File: src/rtl/ha_array_accumulator.sv
// ha_array_accumulator
// Final reduction stage behind the 8x8 half-adder-array partial-product
// generators. It combines four row-pair vectors into a 16-bit unsigned
// product, saturating at 16'hFFFF, through two valid/ready register stages.
// It also keeps a wrapping count of the products taken downstream.
module ha_array_accumulator #(
    parameter int CNT_W = 16
) (
    input  logic             clk,
    input  logic             rst_n,
    input  logic             in_valid,
    output logic             in_ready,
    input  logic [6:0]       ha_array_0_b,
    input  logic [8:0]       ha_array_0_t,
    input  logic [6:0]       ha_array_1_b,
    input  logic [8:0]       ha_array_1_t,
    input  logic [6:0]       ha_array_2_b,
    input  logic [8:0]       ha_array_2_t,
    input  logic [6:0]       ha_array_3_b,
    input  logic [8:0]       ha_array_3_t,
    output logic             out_valid,
    input  logic             out_ready,
    output logic [15:0]      product,
    output logic             ovf,
    output logic [CNT_W-1:0] done_cnt
);

    // The value of one row pair, relative to that pair's own weight.
    // Carry bit j sits two places above sum bit j.
    function automatic logic [9:0] row_value(input logic [8:0] t, input logic [6:0] b);
        return 10'(t) + 10'({b, 2'b00});
    endfunction

    logic        s1_valid;
    logic [12:0] s01;
    logic [12:0] s23;
    logic        s2_valid;
    logic        adv1;
    logic        adv2;
    logic [9:0]  r0;
    logic [9:0]  r1;
    logic [9:0]  r2;
    logic [9:0]  r3;
    logic [16:0] p_sum;

    // A stage advances when it is empty or the stage after it advances.
    // With this rule a stalled output does not stall an empty s1.
    always_comb begin
        adv2 = !s2_valid || out_ready;
        adv1 = !s1_valid || adv2;
    end

    assign in_ready  = adv1;
    assign out_valid = s2_valid;

    // Row values and the stage-2 sum, all unsigned with no truncation.
    // Row pair k+1 is worth four times row pair k.
    always_comb begin
        r0    = row_value(ha_array_0_t, ha_array_0_b);
        r1    = row_value(ha_array_1_t, ha_array_1_b);
        r2    = row_value(ha_array_2_t, ha_array_2_b);
        r3    = row_value(ha_array_3_t, ha_array_3_b);
        p_sum = 17'(s01) + 17'({s23, 4'b0000});
    end

    // Stage 1: combine the row pairs two at a time.
    // NOTE: state registers use non-blocking assignments, so every
    // always_ff reads the values from before the clock edge. Blocking
    // assignments here would let a stage see its neighbour's new value.
    always_ff @(posedge clk or negedge rst_n) begin
        if (!rst_n) begin
            s1_valid <= 1'b0;
            s01      <= '0;
            s23      <= '0;
        end else if (adv1) begin
            s1_valid <= in_valid;
            s01      <= 13'(r0) + 13'({r1, 2'b00});
            s23      <= 13'(r2) + 13'({r3, 2'b00});
        end
    end

    // Stage 2: final sum, saturated into 16 bits; held while stalled.
    always_ff @(posedge clk or negedge rst_n) begin
        if (!rst_n) begin
            s2_valid <= 1'b0;
            product  <= '0;
            ovf      <= 1'b0;
        end else if (adv2) begin
            s2_valid <= s1_valid;
            product  <= p_sum[16] ? 16'hFFFF : p_sum[15:0];
            ovf      <= p_sum[16];
        end
    end

    // Count products taken downstream; wraps naturally at 2^CNT_W.
    always_ff @(posedge clk or negedge rst_n) begin
        if (!rst_n) begin
            done_cnt <= '0;
        end else if (s2_valid && out_ready) begin
            done_cnt <= done_cnt + CNT_W'(1);
        end
    end

endmodule
File: config.mk
export PLATFORM = sky130hd
export DESIGN_NAME = ha_array_accumulator
export DESIGN_NICKNAME = d
export VERILOG_FILES = /design/src/rtl/ha_array_accumulator.sv
export SDC_FILE = /design/constraint.sdc
export NUM_CORES = 1
export LEC_CHECK = 0
export ABC_CLOCK_PERIOD_IN_PS = 6800
export BUFFER_PORTS_ARGS = -buffer_cell sky130_fd_sc_hd__buf_4
export CAP_MARGIN = 0
export CORE_ASPECT_RATIO = 0.5
export CORE_MARGIN = 1.5
export CORE_UTILIZATION = 40
export DETAILED_ROUTE_END_ITERATION = 10
export GPL_TIMING_DRIVEN = 0
export PLACE_DENSITY = 0.65
export SLEW_MARGIN = 20
export SYNTH_ARGS = -nofsm -noshare
export SYNTH_HDL_FRONTEND = slang
export SYNTH_SLANG_ARGS = --single-unit
File: constraint.sdc
create_clock -name clk -period 6.8 [get_ports clk]
set_input_delay 0.34 -clock clk [delete_from_list [all_inputs] [get_ports clk]]
set_output_delay 0.34 -clock clk [all_outputs]
set_load 0.005 [all_outputs]
After elaboration in Yosys (flattened, before gate mapping)
Index checks and enable logic that the tools add are counted.
{"block": "totals", "ff_bits": 61, "elab_cells": 21}
{"block": "classes", "n_reduce_logical": 5, "n_mux": 1, "addsub": 8}
{"cell": "adder 9 x 9 -> 10 bit", "n": 4}
{"cell": "adder 10 x 12 -> 13 bit", "n": 2}
{"cell": "adder 13 x 17 -> 17 bit", "n": 1}
{"cell": "adder 16 x 1 -> 16 bit, second input constant", "n": 1}
{"cell": "two-way mux 16 bit", "n": 1}
{"cell": "logical NOT 1 bit", "n": 2}
{"cell": "logical OR 1 bit", "n": 2}
{"cell": "logical AND 1 bit", "n": 1}

Longest topological paths before layout
Gate-level depths: netlist (run 1).
{"block": "logic_depth", "word_depth": 3, "depth_mapped": 15, "ltp_nobuf": 15}

Worst setup path after synthesis (run 1)
OpenSTA, ideal clock, no wires.
{"block": "synth_path", "kind": "input port to flip-flop", "from": "input port ha_array_1_b[0]", "to": "register s01[11]", "stages": 13, "path_buffers": 0, "arrival_ns": 2.892, "slack_ns": 3.783, "setup_ns": 0.125, "path_cell_list": "ha_1 inv_1 fa_1 nor2b_4 o31ai_1 a21boi_0 fa_1 ha_1 o21a_1 o31a_1 o21bai_2 xnor2_1 mux2_4"}
{"block": "synth_via", "elab_chain_len": 2}
{"element": "start: declaration", "line": "15", "rtl": "input logic [6:0] ha_array_1_b,"}
{"element": "adder 9 x 9 -> 10 bit", "line": "31", "rtl": "return 10'(t) + 10'({b, 2'b00});"}
{"element": "adder 10 x 12 -> 13 bit", "line": "77", "rtl": "s01 <= 13'(r0) + 13'({r1, 2'b00});"}
{"element": "end signal: assignment", "line": "77"}
{"element": "end: declaration", "line": "35", "rtl": "logic [12:0] s01;"}
No other way between the ends.
A chain may end at the register's enable or synchronous reset.

Worst setup path after layout (run 1)
Ends and elaborated chain as after synthesis.

==> flow_metrics.env, run 1 <==
export IMPL_status="complete, no violations"
export IMPL_grt_max_degree=62
export IMPL_cts_resized=0
export IMPL_powerDensity_nw_per_um2=363
export IMPL_root_buffer="clkbuf_16"
export IMPL_ys_types=55
export IMPL_cts_sinks=61
export IMPL_drive_gt1_share_pct=27.1
export IMPL_fp_dieW_um=150
export IMPL_rsz0062_at_grt="false"
export IMPL_design_area_um2=5550
export IMPL_finalSetupTns_ns=0
export IMPL_syn_nets=546
export IMPL_cts_tree="done"
export IMPL_die_y_um=76.3
export IMPL_setup_slack_ns=3.76
export IMPL_synth_cells=421
export IMPL_synth_edf_count=0
export IMPL_num_rows=26
export IMPL_area_growth_synth_to_final_pct=29.3
export IMPL_initial_utilization_pct=41.6
export IMPL_numCtsBuffers=9
export IMPL_dr_pass1_iters=4
export IMPL_dieArea_um2=11400
export IMPL_placed_area_um2=5240
export IMPL_grt_pass1_wl_um=15500
export IMPL_cp_start_kind="input pin"
export IMPL_vias=3387
export IMPL_cts_max_path_buffers=2
export IMPL_clkTransAtPathRegs_ns=0.06
export IMPL_ys_ff_latch=61
export IMPL_insertion_delay_ns=0.33
export IMPL_clock_fmax_mhz=329
export IMPL_layout_common_cells="102 x buf_4, 61 x dfrtp_1, 40 x nor2_1"
export IMPL_post_drt_wl_per_cell_um=13.4
export IMPL_hold_ws_ns=0.0813
export IMPL_maxSlewViolCount=0
export IMPL_setup_viol=0
export IMPL_fin_nets=659
export IMPL_gp_congestion=0.804
export IMPL_worst_pin_slew_ns=0.756
export IMPL_io_pins=103
export IMPL_worst_clock_skew_ns=0.00748
export IMPL_fp_coreArea_um2=10300
export IMPL_grt_usage_pct=17.1
export IMPL_post_route_period_util_pct=44.7
export IMPL_async_flop_share_pct=100
export IMPL_drtIter0Drc=163
export IMPL_synth_avg_cell_area_um2=10.2
export IMPL_ys_flop_type="dfrtp_1"
export IMPL_drc=0
export IMPL_antenna_found_initial=0
export IMPL_final_common_cell="buf_4"
export IMPL_hold_viol=0
export IMPL_syn_area_um2=4290
export IMPL_slew_headroom_pct=49.6
export IMPL_numPortBuffers=102
export IMPL_grt_pass1_vias=3273
export IMPL_crit_path_max_fanout=4
export IMPL_period_minus_slack_ns=3.04
export IMPL_n_antenna_cell=0
export IMPL_ys_warn_count=0
export IMPL_ir_drop_mv=0.185
export IMPL_arrival_ns=3.25
export IMPL_hold_class="input pin to async pin"
export IMPL_crit_type="input pin to flip-flop"
export IMPL_dp_hpwl_um=7220
export IMPL_cap_viol_max_count=0
export IMPL_via_per_inst=4.99
export IMPL_pre_cts_ws_ns=3.41
export IMPL_cp_data_required_time_ns=7.01
export IMPL_p_leak_nw=2.61
export IMPL_synth_seq_area_share_pct=35.5
export IMPL_post_cts_buffers=0
export IMPL_htree_levels=3
export IMPL_overflow=0
export IMPL_crit_path_end_kind="flip-flop"
export IMPL_fin_util_pct=53.8
export IMPL_wl_um=9120
export IMPL_antenna_left=0
export IMPL_cts_hold_buffers=0
-- power breakdown --
part / total, mW / switching [mW] / internal (mW)
clock: 0.482 / 0.162 / 0.320
combinational: 0.957 / 0.475 / 0.481
sequential: 0.577 / 0.0889 / 0.488
-- kinds of logic after synthesis --
logic type	count (synthesis)	share of synthesized area, %
muxes	11	2.97
DFF	61	35.5
buffers and inverters	43	4.02
adders and majority gates	57	19.9
xor gates and xnor gates	41	8.54
AOI/OAI and AO/OA	101	17.1
and+or+nand+nor	107	11.9
-- cell usage after synthesis, types with 8 or more instances --
library cell  instances  area (um^2)
xnor2_1              29          254
fa_1                 19          380
nand3_1              15         75.1
dfrtp_1              61         1530
inv_1                34          128
nor3_1                8         40.0
o21ai_0              12         60.1
nand2_1              20         75.1
xor2_1               11         96.3
nor2_1               40          150
ha_1                 38          475
a21oi_1              21          105
o22a_1               14          123
mux2_2               10          113
-- sequential cells by signal, indices dropped and copies added, names as in the netlist --
register / flops
done_cnt: 16
out_valid: 1
ovf: 1
product: 16
s01: 13
s1_valid: 1
s23: 13
-- cell type report --
class	count	area, um^2
timing repair buffer	102	766
tap	140	175
clock buffer	10	229
inverter	34	128
multi-input combinational	317	2590
sequential	61	1530
fill	946	4760
buffer	9	45.0
clock inverter	6	86.3
-- metrics by stage --
step                      instances  power, mW
after floorplan                 421       1.23
after global placement          663       1.51
after detailed placement        663       1.54
after CTS                       679       2.03
after global routing            679       2.17
final                           679       2.02
-- path summary, 6_finish.rpt --
kind / start / endpoint / slack (ns) / cells after the start
min in group clk: in_valid / s1_valid / 0.20 / 2
worst min register to register: s1_valid / out_valid / 0.43 / 2
max in group asynchronous: rst_n / s01[6] / 6.22 / 1
worst min-delay path: rst_n / done_cnt[13] / 0.08 / 1
worst max register to register: s01[4] / product[11] / 4.25 / 10
worst max-delay path: ha_array_1_b[0] / s01[11] / 3.76 / 14
-- worst max-delay path, cell delays in order --
cell and delay (ns):
buf_4 0.11, ha_1 0.21, inv_1 0.07, fa_1 0.25, nor2b_4 0.06, o31ai_1 0.31, a21boi_0 0.29, fa_1 0.46
ha_1 0.36, o21a_1 0.18, o31a_1 0.12, o21bai_2 0.13, xnor2_1 0.09, mux2_4 0.27
-- per-layer routing --
metal | vias up | track usage (%) | share of wire (%) | wire length, um
met3 | 9 | 3.83 | 5.6 | 506
met5 | - | 0 | 0 | 0
met2 | 86 | 25.1 | 41 | 3770
met4 | 0 | 4.46 | 1.1 | 96
li1 | 1717 | - | - | -
met1 | 1575 | 25.3 | 52 | 4750
(Power assumes the default switching activity.)
==> run 2, diff against run 1 <==
--- a/config.mk
+++ b/config.mk
@@ -5,7 +5,7 @@
 export SDC_FILE = /design/constraint.sdc
 export NUM_CORES = 1
 export LEC_CHECK = 0
-export ABC_CLOCK_PERIOD_IN_PS = 6800
+export ABC_CLOCK_PERIOD_IN_PS = 3000
 export BUFFER_PORTS_ARGS = -buffer_cell sky130_fd_sc_hd__buf_4
 export CAP_MARGIN = 0
 export CORE_ASPECT_RATIO = 0.5
==> constraint.sdc (replaced) <==
create_clock -name clk -period 3 [get_ports clk]
set_input_delay 0.15 -clock clk [delete_from_list [all_inputs] [get_ports clk]]
set_output_delay 0.15 -clock clk [all_outputs]
set_load 0.005 [all_outputs]
==> flow_metrics.env, run 2 (same netlist as run 1, synthesis figures left out) <==
export IMPL_status="complete, no violations"
export IMPL_dp_hpwl_um=7220
export IMPL_cts_max_path_buffers=2
export IMPL_path_cells="buf_4 > ha_1 > inv_1 > fa_1 > nor2b_4 > o31ai_2 > a21boi_0 > fa_1 > ha_1 > o21a_1 > o31a_1 > o21bai_2 > xnor2_1 > mux2_4"
export IMPL_fp_coreArea_um2=10300
export IMPL_crit_path_end_kind="flip-flop"
export IMPL_wl_um=9140
export IMPL_r2r_setup_slack_ns=0.45
export IMPL_io_pins=103
export IMPL_initial_utilization_pct=41.6
export IMPL_p_clk_share_pct=23.8
export IMPL_setup_viol=0
export IMPL_antenna_left=0
export IMPL_grt_usage_pct=17.1
export IMPL_p_comb_share_pct=47.6
export IMPL_placed_cells=663
export IMPL_slowest_stage="fa_1"
export IMPL_hold_viol=0
export IMPL_overflow=0
export IMPL_p_sw_share_pct=36.0
export IMPL_htree_levels=3
export IMPL_hold_depth=2
export IMPL_rr_endpoint="product[11]"
export IMPL_maxSlewViolCount=0
export IMPL_crit_type="input pin to flip-flop"
export IMPL_post_cts_buffers=0
export IMPL_clock_fmax_mhz=360
export IMPL_post_drt_wl_per_cell_um=13.4
export IMPL_switchingPower_mw=1.65
export IMPL_grt_max_degree=62
export IMPL_period_minus_slack_ns=2.78
export IMPL_placed_area_um2=5240
export IMPL_numCtsBuffers=9
export IMPL_hold_class="input pin to flip-flop"
export IMPL_via_per_inst=5.00
export IMPL_grt_pass1_vias=3273
export IMPL_min_from="in_valid"
export IMPL_root_buffer="clkbuf_16"
export IMPL_drive_gt1_share_pct=27.8
export IMPL_area_growth_synth_to_final_pct=30.0
export IMPL_cp_data_required_time_ns=3.21
export IMPL_dr_pass1_iters=4
export IMPL_vias=3399
export IMPL_cp_top_family="adder cells"
export IMPL_r2r_start="s01[4]"
export IMPL_antenna_found_initial=0
export IMPL_worst_clock_skew_ns=0.00749
export IMPL_min_to="s1_valid"
export IMPL_numPortBuffers=102
export IMPL_worstSetupStartpoint="ha_array_1_b[0]"
export IMPL_slew_headroom_pct=49.5
export IMPL_finalPower_mw=4.58
export IMPL_die_y_um=76.3
export IMPL_dieArea_um2=11400
export IMPL_ir_drop_mv=0.420
export IMPL_critPathMaxStageDelay_ns=0.46
export IMPL_setup_slack_ns=0.222
export IMPL_post_route_period_util_pct=92.6
export IMPL_fin_nets=660
export IMPL_worst_pin_slew_ns=0.758
export IMPL_rsz0062_at_grt="false"
export IMPL_power_frac_seq_pct=28.6
export IMPL_p_int_mw=2.93
export IMPL_num_rows=26
export IMPL_cts_sinks=61
export IMPL_largest_registers="done_cnt: 16 flops, product: 16 flops"
export IMPL_grt_pass1_wl_um=15500
export IMPL_powerDensity_nw_per_um2=821
export IMPL_crit_path_max_fanout=4
export IMPL_fillCellCount=946
export IMPL_final_common_cell="buf_4"
export IMPL_hold_ws_ns=0.0101
export IMPL_pre_cts_ws_ns=-0.204
export IMPL_design_area_um2=5580
export IMPL_arrival_ns=2.99
export IMPL_insertion_delay_ns=0.33
export IMPL_cts_tree="done"
export IMPL_layout_common_cells="102 x buf_4, 61 x dfrtp_1, 40 x nor2_1"
export IMPL_ff2ff_path_depth=10
export IMPL_drtIter0Drc=176
export IMPL_fin_util_pct=54.1
export IMPL_finalSetupTns_ns=0
export IMPL_final_cells=680
export IMPL_cp_start_kind="input pin"
export IMPL_cp_num_buf_inv=2
export IMPL_gp_congestion=0.804
export IMPL_p_leak_nw=2.61
export IMPL_clkTransAtPathRegs_ns=0.05
export IMPL_n_antenna_cell=0
export IMPL_cap_viol_max_count=0
export IMPL_drc=0
export IMPL_fp_dieW_um=150
==> run 2: per-layer routing <==
metal  vias to the layer above  routed length [um]  GRT usage (%)
met4                         0                  96           4.46
met5                         -                   0              0
met3                         9                 516           3.83
met2                        93                3780           25.1
met1                      1578                4750           25.3
li1                       1719                   -              -
==> run 2: worst max-delay path by stage <==
stage | end | depth (start not counted) | slack [ns]
after floorplan | s01[11] | 13 | 0.17
after global placement | s01[11] | 14 | -0.14
after detailed placement | s01[11] | 14 | -0.20
after CTS | s01[11] | 14 | 0.13
after global routing | s23[11] | 13 | 0.008
final | s01[11] | 14 | 0.22
==> run 2: final cells by class <==
cell class / count / area [um^2] / share of cell area (%)
multi-input combinational: 317 / 2620 / 46.9
buffer: 9 / 45.0 / 0.807
clock inverter: 6 / 86.3 / 1.55
tap: 140 / 175 / 3.14
timing repair buffer: 103 / 776 / 13.9
sequential: 61 / 1530 / 27.4
inverter: 34 / 128 / 2.29
clock buffer: 10 / 229 / 4.10
==> run 2: power groups by stage <==
stage | Sequential [mW] | Clock (mW) | Combinational (mW)
after floorplan | 1.29 | 0 | 1.51
after global placement | 1.31 | 0 | 2.12
after detailed placement | 1.32 | 0 | 2.16
after CTS | 1.31 | 1.11 | 2.17
after global routing | 1.35 | 1.16 | 2.44
final | 1.31 | 1.09 | 2.18
==> run 2: worst register-to-register path, stage by stage (launching register included) <==
cell,delay [ns]
dfrtp_1,0.34
ha_1,0.20
inv_1,0.07
fa_1,0.39
nand2b_1,0.21
a211oi_2,0.34
o21ai_2,0.13
xor2_2,0.22
nand2_2,0.17
buf_6,0.18
o22a_1,0.18
==> run 2: what timing repair did <==
action                                 in CTS  in global routing
gates resized for setup                     0                  4
hold buffers                                1                  0
endpoints found under the hold margin      61                  0
setup endpoints to repair                   0                  4
==> run 3, diff against run 2 <==
--- a/config.mk
+++ b/config.mk
@@ -8,7 +8,6 @@
 export ABC_CLOCK_PERIOD_IN_PS = 3000
 export BUFFER_PORTS_ARGS = -buffer_cell sky130_fd_sc_hd__buf_4
 export CAP_MARGIN = 0
-export CORE_ASPECT_RATIO = 0.5
 export CORE_MARGIN = 1.5
 export CORE_UTILIZATION = 40
 export DETAILED_ROUTE_END_ITERATION = 10
==> flow_metrics.env, run 3 (same netlist as run 1, synthesis figures left out) <==
export IMPL_post_drt_wl_per_cell_um=13.1
export IMPL_n_antenna_cell=0
export IMPL_dieArea_um2=11400
export IMPL_via_per_inst=5.07
export IMPL_cts_sinks=61
export IMPL_antenna_left=0
export IMPL_clkTransAtPathRegs_ns=0.07
export IMPL_powerDensity_nw_per_um2=785
export IMPL_root_buffer="clkbuf_8"
export IMPL_ir_drop_mv=0.352
export IMPL_cp_num_buf_inv=3
export IMPL_num_rows=37
export IMPL_vias=3434
export IMPL_clock_fmax_mhz=355
export IMPL_final_common_cell="buf_4"
export IMPL_grt_pass1_wl_um=15500
export IMPL_min_from="ha_array_2_t[1]"
export IMPL_design_area_um2=5490
export IMPL_fp_coreArea_um2=10400
export IMPL_cap_viol_max_count=0
export IMPL_slew_headroom_pct=49.9
export IMPL_cp_data_required_time_ns=3.22
export IMPL_crit_path_end_kind="flip-flop"
export IMPL_fp_dieW_um=107
export IMPL_overflow=0
export IMPL_htree_levels=3
export IMPL_placed_area_um2=5230
export IMPL_numPortBuffers=102
export IMPL_critPathMaxStageDelay_ns=0.42
export IMPL_wl_um=8850
export IMPL_hold_depth=3
export IMPL_ff2ff_path_depth=10
export IMPL_worst_clock_skew_ns=0.00793
export IMPL_grt_usage_pct=16.9
export IMPL_die_y_um=107
export IMPL_maxSlewViolCount=0
export IMPL_grt_max_degree=62
export IMPL_cts_max_path_buffers=2
export IMPL_antenna_found_initial=0
export IMPL_worst_pin_slew_ns=0.752
export IMPL_io_pins=103
export IMPL_period_minus_slack_ns=2.82
export IMPL_crit_path_max_fanout=5
export IMPL_drc=0
export IMPL_arrival_ns=3.03
export IMPL_numCtsBuffers=9
export IMPL_hold_class="input pin to flip-flop"
export IMPL_r2r_setup_slack_ns=0.50
export IMPL_p_leak_nw=2.58
export IMPL_path_cells="buf_4 > ha_1 > inv_1 > fa_1 > inv_1 > fa_1 > ha_1 > a211oi_1 > nor2_1 > o31ai_1 > a21oi_2 > xnor2_1 > mux2_2"
export IMPL_dr_pass1_iters=4
export IMPL_setup_slack_ns=0.185
export IMPL_cp_start_kind="input pin"
export IMPL_pre_cts_ws_ns=-0.165
export IMPL_gp_congestion=0.834
export IMPL_hold_ws_ns=0.0320
export IMPL_largest_registers="done_cnt: 16 flops, product: 16 flops"
export IMPL_path_depth=13
export IMPL_cp_top_family="adder cells"
export IMPL_grt_pass1_vias=3409
export IMPL_post_route_period_util_pct=93.8
export IMPL_fillCellCount=959
export IMPL_regArea_um2=1530
export IMPL_finalPower_mw=4.31
export IMPL_fin_nets=661
export IMPL_dp_hpwl_um=7100
export IMPL_layout_common_cells="102 x buf_4, 61 x dfrtp_1, 40 x nor2_1"
export IMPL_crit_type="input pin to flip-flop"
export IMPL_drtIter0Drc=108
export IMPL_insertion_delay_ns=0.33
export IMPL_initial_utilization_pct=41.4
export IMPL_multi_input_area_um2=2600
export IMPL_drive_gt1_share_pct=27.0
export IMPL_r2r_start="s01[4]"
export IMPL_area_growth_synth_to_final_pct=27.9
export IMPL_rr_endpoint="product[6]"
export IMPL_min_to="s23[1]"
export IMPL_hold_viol=0
export IMPL_post_cts_buffers=0
export IMPL_slowest_stage="fa_1"
export IMPL_status="complete, no violations"
export IMPL_setup_viol=0
export IMPL_cts_tree="done"
run 3: worst register-to-register path: stages (launching register included):
cell and delay, ns:
dfrtp_1 0.36, ha_1 0.22, inv_1 0.07, fa_1 0.40
nand2b_1 0.21, a211oi_2 0.31, o21ai_2 0.13, xor2_2 0.20
nand2_2 0.15, buf_6 0.17, o22a_1 0.17
run 3: power by group:
group	switching, mW	internal [mW]	total, mW	leakage (nW)
Combinational	1.03	1.09	2.12	1.74
Clock	0.310	0.574	0.885	0.121
Sequential	0.199	1.10	1.30	0.727
run 3: per-stage QoR:
step | util, % | cells | TNS, ns
after floorplan | - | 421 | 0
after global routing | 53.0 | 677 | -0.0116
after global placement | 50.4 | 659 | -0.399
after detailed placement | 50.4 | 659 | -0.614
after CTS | 52.9 | 677 | 0
final | 53.0 | 677 | 0
run 3: worst max path at each step:
stage | endpoint | from
2_1_floorplan | s01[11] | ha_array_1_b[0]
3_3_place_gp | s01[11] | ha_array_1_b[0]
3_5_place_dp | s01[11] | ha_array_1_b[0]
4_1_cts | s01[11] | ha_array_1_b[0]
5_1_grt | s23[12] | ha_array_3_b[0]
6_report | s23[11] | ha_array_3_b[0]
run 3: timing repair:
action / 4_1_cts / 5_1_grt
gates resized for setup: 0 / 2
endpoints found under the setup margin: 0 / 3
hold endpoints to repair: 62 / 0
hold buffers: 2 / 0
run 3: layout make-up:
cell class | instances | area share (%)
sequential | 61 | 27.8
timing repair buffer | 104 | 14.3
tap | 136 | 3.10
inverter | 34 | 2.32
clock inverter | 4 | 1.73
multi-input combinational | 317 | 47.3
buffer | 9 | 0.820
clock buffer | 12 | 2.64
run 3: per-layer routing:
layer	vias up	global-route usage (%)	wire (um)
li1	1722	-	-
met1	1615	22.1	4040
met2	84	28.7	4260
met3	13	2.31	411
met4	0	6.00	136
met5	-	0	0
